## src/rtl/uart_pkg.sv

```systemverilog
// Shared definitions for the parametrised UART transmitter: FSM state
// encoding, parity-mode constants and a frame-length helper.
package uart_pkg;

  // FSM states, kept as plain constants so older tools and netlists see a fixed encoding
  localparam logic [2:0] ST_IDLE   = 3'd0;
  localparam logic [2:0] ST_START  = 3'd1;
  localparam logic [2:0] ST_DATA   = 3'd2;
  localparam logic [2:0] ST_PARITY = 3'd3;
  localparam logic [2:0] ST_STOP   = 3'd4;

  // Parity selections for the PARITY_MODE parameter
  localparam int PARITY_NONE = 0;
  localparam int PARITY_EVEN = 1;
  localparam int PARITY_ODD  = 2;

  // Number of serial bit periods in one frame: start, data, optional parity, stops
  function automatic int frame_bits(input int data_bits, input int parity_mode,
                                    input int stop_bits);
    return 1 + data_bits + ((parity_mode != PARITY_NONE) ? 1 : 0) + stop_bits;
  endfunction

endpackage

```

## src/rtl/uart_tx_param_if.sv

```systemverilog
// Host-side valid/ready word interface of the UART transmitter.
interface uart_tx_param_if #(
  parameter int DATA_BITS = 8
);

  logic                 s_valid;
  logic [DATA_BITS-1:0] s_data;
  logic                 s_ready;

  // Host drives words, transmitter answers with ready
  modport master (output s_valid, output s_data, input s_ready);
  modport slave  (input s_valid, input s_data, output s_ready);

endinterface

```

## src/rtl/uart_tx_fifo.sv

```systemverilog
// Small synchronous FIFO feeding the UART transmitter. Read data is the
// word at the read pointer, so a pop takes the head word on the same edge.
module uart_tx_fifo #(
  parameter int WIDTH = 8,
  parameter int DEPTH = 4
) (
  input  logic                   clk,
  input  logic                   rst_n,
  input  logic                   push,
  input  logic [WIDTH-1:0]       push_data,
  input  logic                   pop,
  output logic [WIDTH-1:0]       pop_data,
  output logic                   full,
  output logic                   empty,
  output logic [$clog2(DEPTH):0] count
);

  localparam int AW = $clog2(DEPTH);

  logic [WIDTH-1:0] mem [DEPTH];
  logic [AW-1:0]    wr_ptr;
  logic [AW-1:0]    rd_ptr;
  logic             do_push;
  logic             do_pop;

  assign full     = (count == (AW+1)'(DEPTH));
  assign empty    = (count == '0);
  assign do_push  = push && !full;
  assign do_pop   = pop && !empty;
  assign pop_data = mem[rd_ptr];

  // Pointers and occupancy; reset flushes the FIFO. Pointers wrap naturally since DEPTH is a power of two
  always_ff @(posedge clk or negedge rst_n) begin
    if (!rst_n) begin
      wr_ptr <= '0;
      rd_ptr <= '0;
      count  <= '0;
    end else begin
      if (do_push) wr_ptr <= wr_ptr + 1'b1;
      if (do_pop)  rd_ptr <= rd_ptr + 1'b1;
      case ({do_push, do_pop})
        2'b10:   count <= count + 1'b1;
        2'b01:   count <= count - 1'b1;
        default: count <= count;
      endcase
    end
  end

  // Storage array; contents need no reset because the count guards every read
  always_ff @(posedge clk) begin
    if (do_push) mem[wr_ptr] <= push_data;
  end

endmodule

```

## src/rtl/uart_tx_param.sv

```systemverilog
// Parametrised UART transmitter: input FIFO, internal baud divisor and a
// start/data/parity/stop FSM driving a registered, idle-high tx line.
module uart_tx_param
  import uart_pkg::*;
#(
  parameter int DATA_BITS    = 8,
  parameter int PARITY_MODE  = 1,
  parameter int STOP_BITS    = 1,
  parameter int CLKS_PER_BIT = 16,
  parameter int FIFO_DEPTH   = 4
) (
  input  logic                        clk,
  input  logic                        rst_n,
  uart_tx_param_if.slave              s_if,
  output logic                        tx,
  output logic                        busy,
  output logic [$clog2(FIFO_DEPTH):0] fifo_count
);

  localparam int BAUD_W = (CLKS_PER_BIT > 2) ? $clog2(CLKS_PER_BIT) : 1;
  localparam int BIT_W  = $clog2(DATA_BITS + 1);

  localparam logic [BAUD_W-1:0] BAUD_LAST = BAUD_W'(CLKS_PER_BIT - 1);
  localparam logic [BIT_W-1:0]  DATA_LAST = BIT_W'(DATA_BITS - 1);
  localparam logic [BIT_W-1:0]  STOP_LAST = BIT_W'(STOP_BITS - 1);

  logic [2:0]           state;
  logic [BAUD_W-1:0]    baud_cnt;
  logic [BIT_W-1:0]     bit_cnt;
  logic [DATA_BITS-1:0] shift_reg;
  logic                 parity_bit;
  logic                 has_data_q;

  logic [DATA_BITS-1:0] fifo_head;
  logic                 fifo_full;
  logic                 fifo_empty;
  logic                 bit_end;
  logic                 start_ok;
  logic                 pop;

  // Parity of the word being framed; odd is the inverse of even
  function automatic logic calc_parity(input logic [DATA_BITS-1:0] d);
    if (PARITY_MODE == PARITY_ODD) return ~(^d);
    return ^d;
  endfunction

  uart_tx_fifo #(
    .WIDTH (DATA_BITS),
    .DEPTH (FIFO_DEPTH)
  ) u_fifo (
    .clk       (clk),
    .rst_n     (rst_n),
    .push      (s_if.s_valid),
    .push_data (s_if.s_data),
    .pop       (pop),
    .pop_data  (fifo_head),
    .full      (fifo_full),
    .empty     (fifo_empty),
    .count     (fifo_count)
  );

  assign s_if.s_ready = !fifo_full;
  assign bit_end      = (baud_cnt == BAUD_LAST);
  assign start_ok     = has_data_q && !fifo_empty;
  assign pop = ((state == ST_IDLE) && start_ok) ||
               ((state == ST_STOP) && bit_end && (bit_cnt == STOP_LAST) && start_ok);

  // Registered not-empty flag: a freshly pushed word is seen by the FSM one cycle after it lands
  always_ff @(posedge clk or negedge rst_n) begin
    if (!rst_n) has_data_q <= 1'b0;
    else        has_data_q <= !fifo_empty;
  end

  // Frame sequencer: baud divisor, bit counter, shift register and the registered tx/busy outputs
  always_ff @(posedge clk or negedge rst_n) begin
    if (!rst_n) begin
      state      <= ST_IDLE;
      baud_cnt   <= '0;
      bit_cnt    <= '0;
      shift_reg  <= '0;
      parity_bit <= 1'b0;
      tx         <= 1'b1;
      busy       <= 1'b0;
    end else begin
      case (state)
        ST_IDLE: begin
          baud_cnt <= '0;
          bit_cnt  <= '0;
          tx       <= 1'b1;
          busy     <= 1'b0;
          if (start_ok) begin
            shift_reg  <= fifo_head;
            parity_bit <= calc_parity(fifo_head);
            state      <= ST_START;
            tx         <= 1'b0;
            busy       <= 1'b1;
          end
        end
        ST_START: begin
          if (bit_end) begin
            baud_cnt  <= '0;
            bit_cnt   <= '0;
            tx        <= shift_reg[0];
            shift_reg <= shift_reg >> 1;
            state     <= ST_DATA;
          end else begin
            baud_cnt <= baud_cnt + 1'b1;
          end
        end
        ST_DATA: begin
          if (bit_end) begin
            baud_cnt <= '0;
            if (bit_cnt == DATA_LAST) begin
              bit_cnt <= '0;
              if (PARITY_MODE != PARITY_NONE) begin
                tx    <= parity_bit;
                state <= ST_PARITY;
              end else begin
                tx    <= 1'b1;
                state <= ST_STOP;
              end
            end else begin
              bit_cnt   <= bit_cnt + 1'b1;
              tx        <= shift_reg[0];
              shift_reg <= shift_reg >> 1;
            end
          end else begin
            baud_cnt <= baud_cnt + 1'b1;
          end
        end
        ST_PARITY: begin
          if (bit_end) begin
            baud_cnt <= '0;
            bit_cnt  <= '0;
            tx       <= 1'b1;
            state    <= ST_STOP;
          end else begin
            baud_cnt <= baud_cnt + 1'b1;
          end
        end
        ST_STOP: begin
          if (bit_end) begin
            baud_cnt <= '0;
            if (bit_cnt == STOP_LAST) begin
              bit_cnt <= '0;
              if (start_ok) begin
                shift_reg  <= fifo_head;
                parity_bit <= calc_parity(fifo_head);
                tx         <= 1'b0;
                state      <= ST_START;
              end else begin
                tx    <= 1'b1;
                busy  <= 1'b0;
                state <= ST_IDLE;
              end
            end else begin
              bit_cnt <= bit_cnt + 1'b1;
            end
          end else begin
            baud_cnt <= baud_cnt + 1'b1;
          end
        end
        default: begin
          state    <= ST_IDLE;
          baud_cnt <= '0;
          bit_cnt  <= '0;
          tx       <= 1'b1;
          busy     <= 1'b0;
        end
      endcase
    end
  end

endmodule

```

## src/flat_wrapper.sv

```systemverilog
// flat-port wrapper written by rule: the top's interface ports become plain ports
module uart_tx_param_flat import uart_pkg::*;
#(
  parameter int DATA_BITS    = 8,
  parameter int PARITY_MODE  = 1,
  parameter int STOP_BITS    = 1,
  parameter int CLKS_PER_BIT = 16,
  parameter int FIFO_DEPTH   = 4
)
  (clk, rst_n, tx, busy, fifo_count, s_if_s_valid, s_if_s_data, s_if_s_ready);
  uart_tx_param_if #(.DATA_BITS(DATA_BITS)) s_if_i ();
  input  logic clk;
  input  logic rst_n;
  output logic tx;
  output logic busy;
  output logic [$clog2(FIFO_DEPTH):0] fifo_count;
  input wire logic [$bits(s_if_i.s_valid)-1:0] s_if_s_valid;
  input wire logic [$bits(s_if_i.s_data)-1:0] s_if_s_data;
  output wire logic [$bits(s_if_i.s_ready)-1:0] s_if_s_ready;
  assign s_if_i.s_valid = s_if_s_valid;
  assign s_if_i.s_data = s_if_s_data;
  assign s_if_s_ready = s_if_i.s_ready;
  uart_tx_param #(.DATA_BITS(DATA_BITS), .PARITY_MODE(PARITY_MODE), .STOP_BITS(STOP_BITS), .CLKS_PER_BIT(CLKS_PER_BIT), .FIFO_DEPTH(FIFO_DEPTH)) u_core (.clk(clk), .rst_n(rst_n), .s_if(s_if_i), .tx(tx), .busy(busy), .fifo_count(fifo_count));
endmodule
```

## config.mk

```make
export PLATFORM = sky130hd
export DESIGN_NAME = uart_tx_param_flat
export DESIGN_NICKNAME = d
export VERILOG_FILES = /design/src/rtl/uart_pkg.sv /design/src/rtl/uart_tx_param_if.sv /design/src/rtl/uart_tx_fifo.sv /design/src/rtl/uart_tx_param.sv /design/src/flat_wrapper.sv
export SDC_FILE = /design/constraint.sdc
export NUM_CORES = 1
export LEC_CHECK = 0
export CORE_AREA = 8 8 83 85
export DETAILED_ROUTE_END_ITERATION = 7
export DIE_AREA = 0 0 91 93
export PLACE_DENSITY = 0.74
export SYNTH_ARGS = -nofsm -noshare
export SYNTH_HDL_FRONTEND = slang
export SYNTH_SLANG_ARGS = --single-unit
```

## constraint.sdc

```tcl
create_clock -name clk -period 2.4 [get_ports clk]
set_clock_uncertainty 0.05 [all_clocks]
set_input_delay 0.24 -clock clk [delete_from_list [all_inputs] [get_ports clk]]
set_output_delay 0.24 -clock clk [all_outputs]
set_load 0.01 [all_outputs]
```

==> results.ini <==
[final_layout]
fin_area_sq_um=3428
num_antenna_cells=0
nets=258
finalNonFillerCells=318
final_util_pct=60.41
largest_reg_flops=32
fillers=474
synthToLayoutAreaGrowth_pct=19.44
drive_gt1_share_pct=26.75

[power]
p_per_area_nw_per_um2=822.6
leakage_nw=1.352
power_mw=2.820
irDropWorstVdd_mv=0.5690

[yosys]
synth_area_leaders=edfxtp_1 33%, dfrtp_1 25%, mux4_2 6.3%, mux2_2 4.7%, ha_1 3.5%
synth_area_sq_um=2870
postSynthCellCount=206
synth-main-ff-cell=edfxtp_1
synth.net_count=226
synth-async-reset-ratio_pct=48.39
yosysMostFrequentCell=edfxtp_1
ys_seq_area_share_pct=59.68
synth-edff-count=32
synth_top_area_share_pct=33.48
synth.yosys.warnings=0
ys_ff_latch=62
postSynthAreaPerCell_sq_um=13.93
synth_largest_area_cell=edfxtp_1
ys_types=43
synthTopCellsByCount=32 x edfxtp_1, 29 x dfrtp_1, 12 x mux2_2, 12 x o21ai_0

[floorplan]
core_sq_um=5675
die-area_sq_um=8463
boundaryPins=17
die_w_microns=91
initial_utilization_pct=50.57
die_h_microns=93
rows=28

[timing]
rsz0062_at_grt=no
relSlewSlack_pct=70.44
hold_viol=0
worst_slew_pin_slew_ns=0.4435
fmax_mhz=442.3
finalMaxSlewViolations=0
fin_crit_ns=2.261
finalSetupViolations=0
layout_worst_path_cycle_share_pct=94.20

[global_routing]
use_met3_pct=4.327
grt_pass1_wl_microns=8038
grt_pass1_vias=1720
grt_start_max_net_pins=31
gr-total-overflow=0
gr-max-usage-layer=met2
antenna_found_initial=0
grtUsageMet2_pct=19.59
grtUsageTotal_pct=12.12
use_met1_pct=14.05

[place]
placed_area_sq_um=3156
gp_congestion=0.7639
hpwlAfterDp_microns=3250
dp_cells=300
io_buffers=16

[clocking]
clkTransAtPathRegs_ns=0.08
cts-buffers-inserted=9
cts_hold_buf=0
clock_path_buffers=2
root_buffer=clkbuf_8
cts_tree=yes
htreeDepth=3
numClockSinks=62
clk_latency_ns=0.34

[setup_path]
cp_max_fo=3
start_kind=flip-flop
crit_buf_inv=3
end_kind=flip-flop
cp_slowest_cell=dfrtp_1
cp_slowest_stage_delay_ns=0.40
path_cells=inv_2 -> ha_2 -> nor3b_4 -> nand2_1 -> nand2_2 -> nand2b_4 -> inv_2 -> ha_4 -> inv_1 -> fa_2 -> xor2_1 -> nor2_1 -> xor2_1
cp.arrival_ns=2.48
worst-r2r-cell-count=13
cp.depth=13
cp_top_family=adder cells
worstSetupPathType=flip-flop to flip-flop
cp_data_required_time_ns=2.62

[route]
drc=0
drt_iter0_drc=79
first_pass_iters=4
wl_per_cell_microns=14.98
vias_per_cell=5.211
vias=1657
final_antenna_net_count=0
wl_microns=4765

[run_status]
status=finished, final reports clean

[job]
cap_violations=0

[min_path]
min_path_type=primary input to asynchronous set/reset pin

-- cell usage in the layout (no fill, tap or decap), types with 6 or more instances in the layout --
cell             count
edfxtp_1            32
dfrtp_1             29
clkdlybuf4s50_1     16
o21ai_0             12
mux2_2              12
xnor2_1             11
buf_4               11
clkbuf_8             9
inv_1                8
nand2_1              8
mux4_2               8
nor2_1               6
xor2_1               6
nand2b_1             6
-- cells by family (layout without fill, tap and decap cells) --
logic type | after synthesis | count (layout) | synth area share, %
XOR/XNOR | 17 | 17 | 5.187
AND/OR/NAND/NOR | 47 | 47 | 9.285
multiplexers | 25 | 25 | 12.82
flip-flops | 62 | 62 | 59.68
adder cells (fa/ha/maj) | 9 | 9 | 4.185
buffers and inverters | 17 | 54 | 2.703
AO/OA/AOI/OAI | 29 | 29 | 6.147
-- power breakdown --
group	internal, mW	switching, mW	leakage [nW]	total [mW]
clock	0.493	0.448	0.106	0.942
combinational	0.242	0.275	0.608	0.518
sequential	1.29	0.0708	0.639	1.36
total	2.03	0.794	1.35	2.82
-- worst register-to-register path, delay by kind of cell, from the launching register on --
family | cells | cell delay (ns)
XOR/XNOR | 2 | 0.31
AND/OR/NAND/NOR | 5 | 0.61
buffers and inverters | 3 | 0.20
flip-flops | 1 | 0.40
adder cells (fa/ha/maj) | 3 | 0.64
-- through the flow --
stage	setup WS (ns)	hold slack (ns)	TNS, ns
6_report	0.1391	0.2308	0
3_3_place_gp	0.08853	0.3936	0
2_1_floorplan	0.1090	-0.1056	0
5_1_grt	0.02801	0.2756	0
3_5_place_dp	-0.02352	0.4160	-0.02352
4_1_cts	0.04547	0.2483	0
-- layer usage --
| metal | routed length [microns] | vias to the layer above |
|---|---|---|
| met4 | 85 | 0 |
| met5 | 0 | - |
| met3 | 143 | 7 |
| met1 | 2208 | 813 |
| met2 | 2328 | 22 |
| li1 | - | 815 |
-- final timing paths --
check | end | startpoint | slack [ns]
setup / recovery | u_core.u_fifo.count[2] | u_core.bit_cnt[0] | 0.14
hold / removal | u_core.shift_reg[6] | rst_n | 0.23
setup reg to reg | u_core.u_fifo.count[2] | u_core.bit_cnt[0] | 0.14
hold reg to reg | u_core.baud_cnt[0] | u_core.baud_cnt[0] | 0.42
max in group asynchronous | u_core.tx | rst_n | 1.74
min in group clk | u_core.baud_cnt[0] | u_core.baud_cnt[0] | 0.42
-- repair_timing --
| action | CTS | global route |
|---|---|---|
| setup endpoints to repair | 1 | 1 |
| pin swaps | 0 | 4 |
| setup buffers | 0 | 2 |
| resized for setup | 1 | 15 |
| cloned | 0 | 0 |
-- final cells by class --
| type | count | area, sq um | share of cell area [%] |
|---|---|---|---|
| sequential | 62 | 1713 | 49.96 |
| inverter | 11 | 41.29 | 1.204 |
| timing repair buffer | 27 | 242.7 | 7.080 |
| clock buffer | 9 | 123.9 | 3.613 |
| multi-input combinational | 127 | 1132 | 33.03 |
| tap | 75 | 93.84 | 2.737 |
| clock inverter | 7 | 81.33 | 2.372 |
Note: power is estimated with default switching activity, not from simulation.
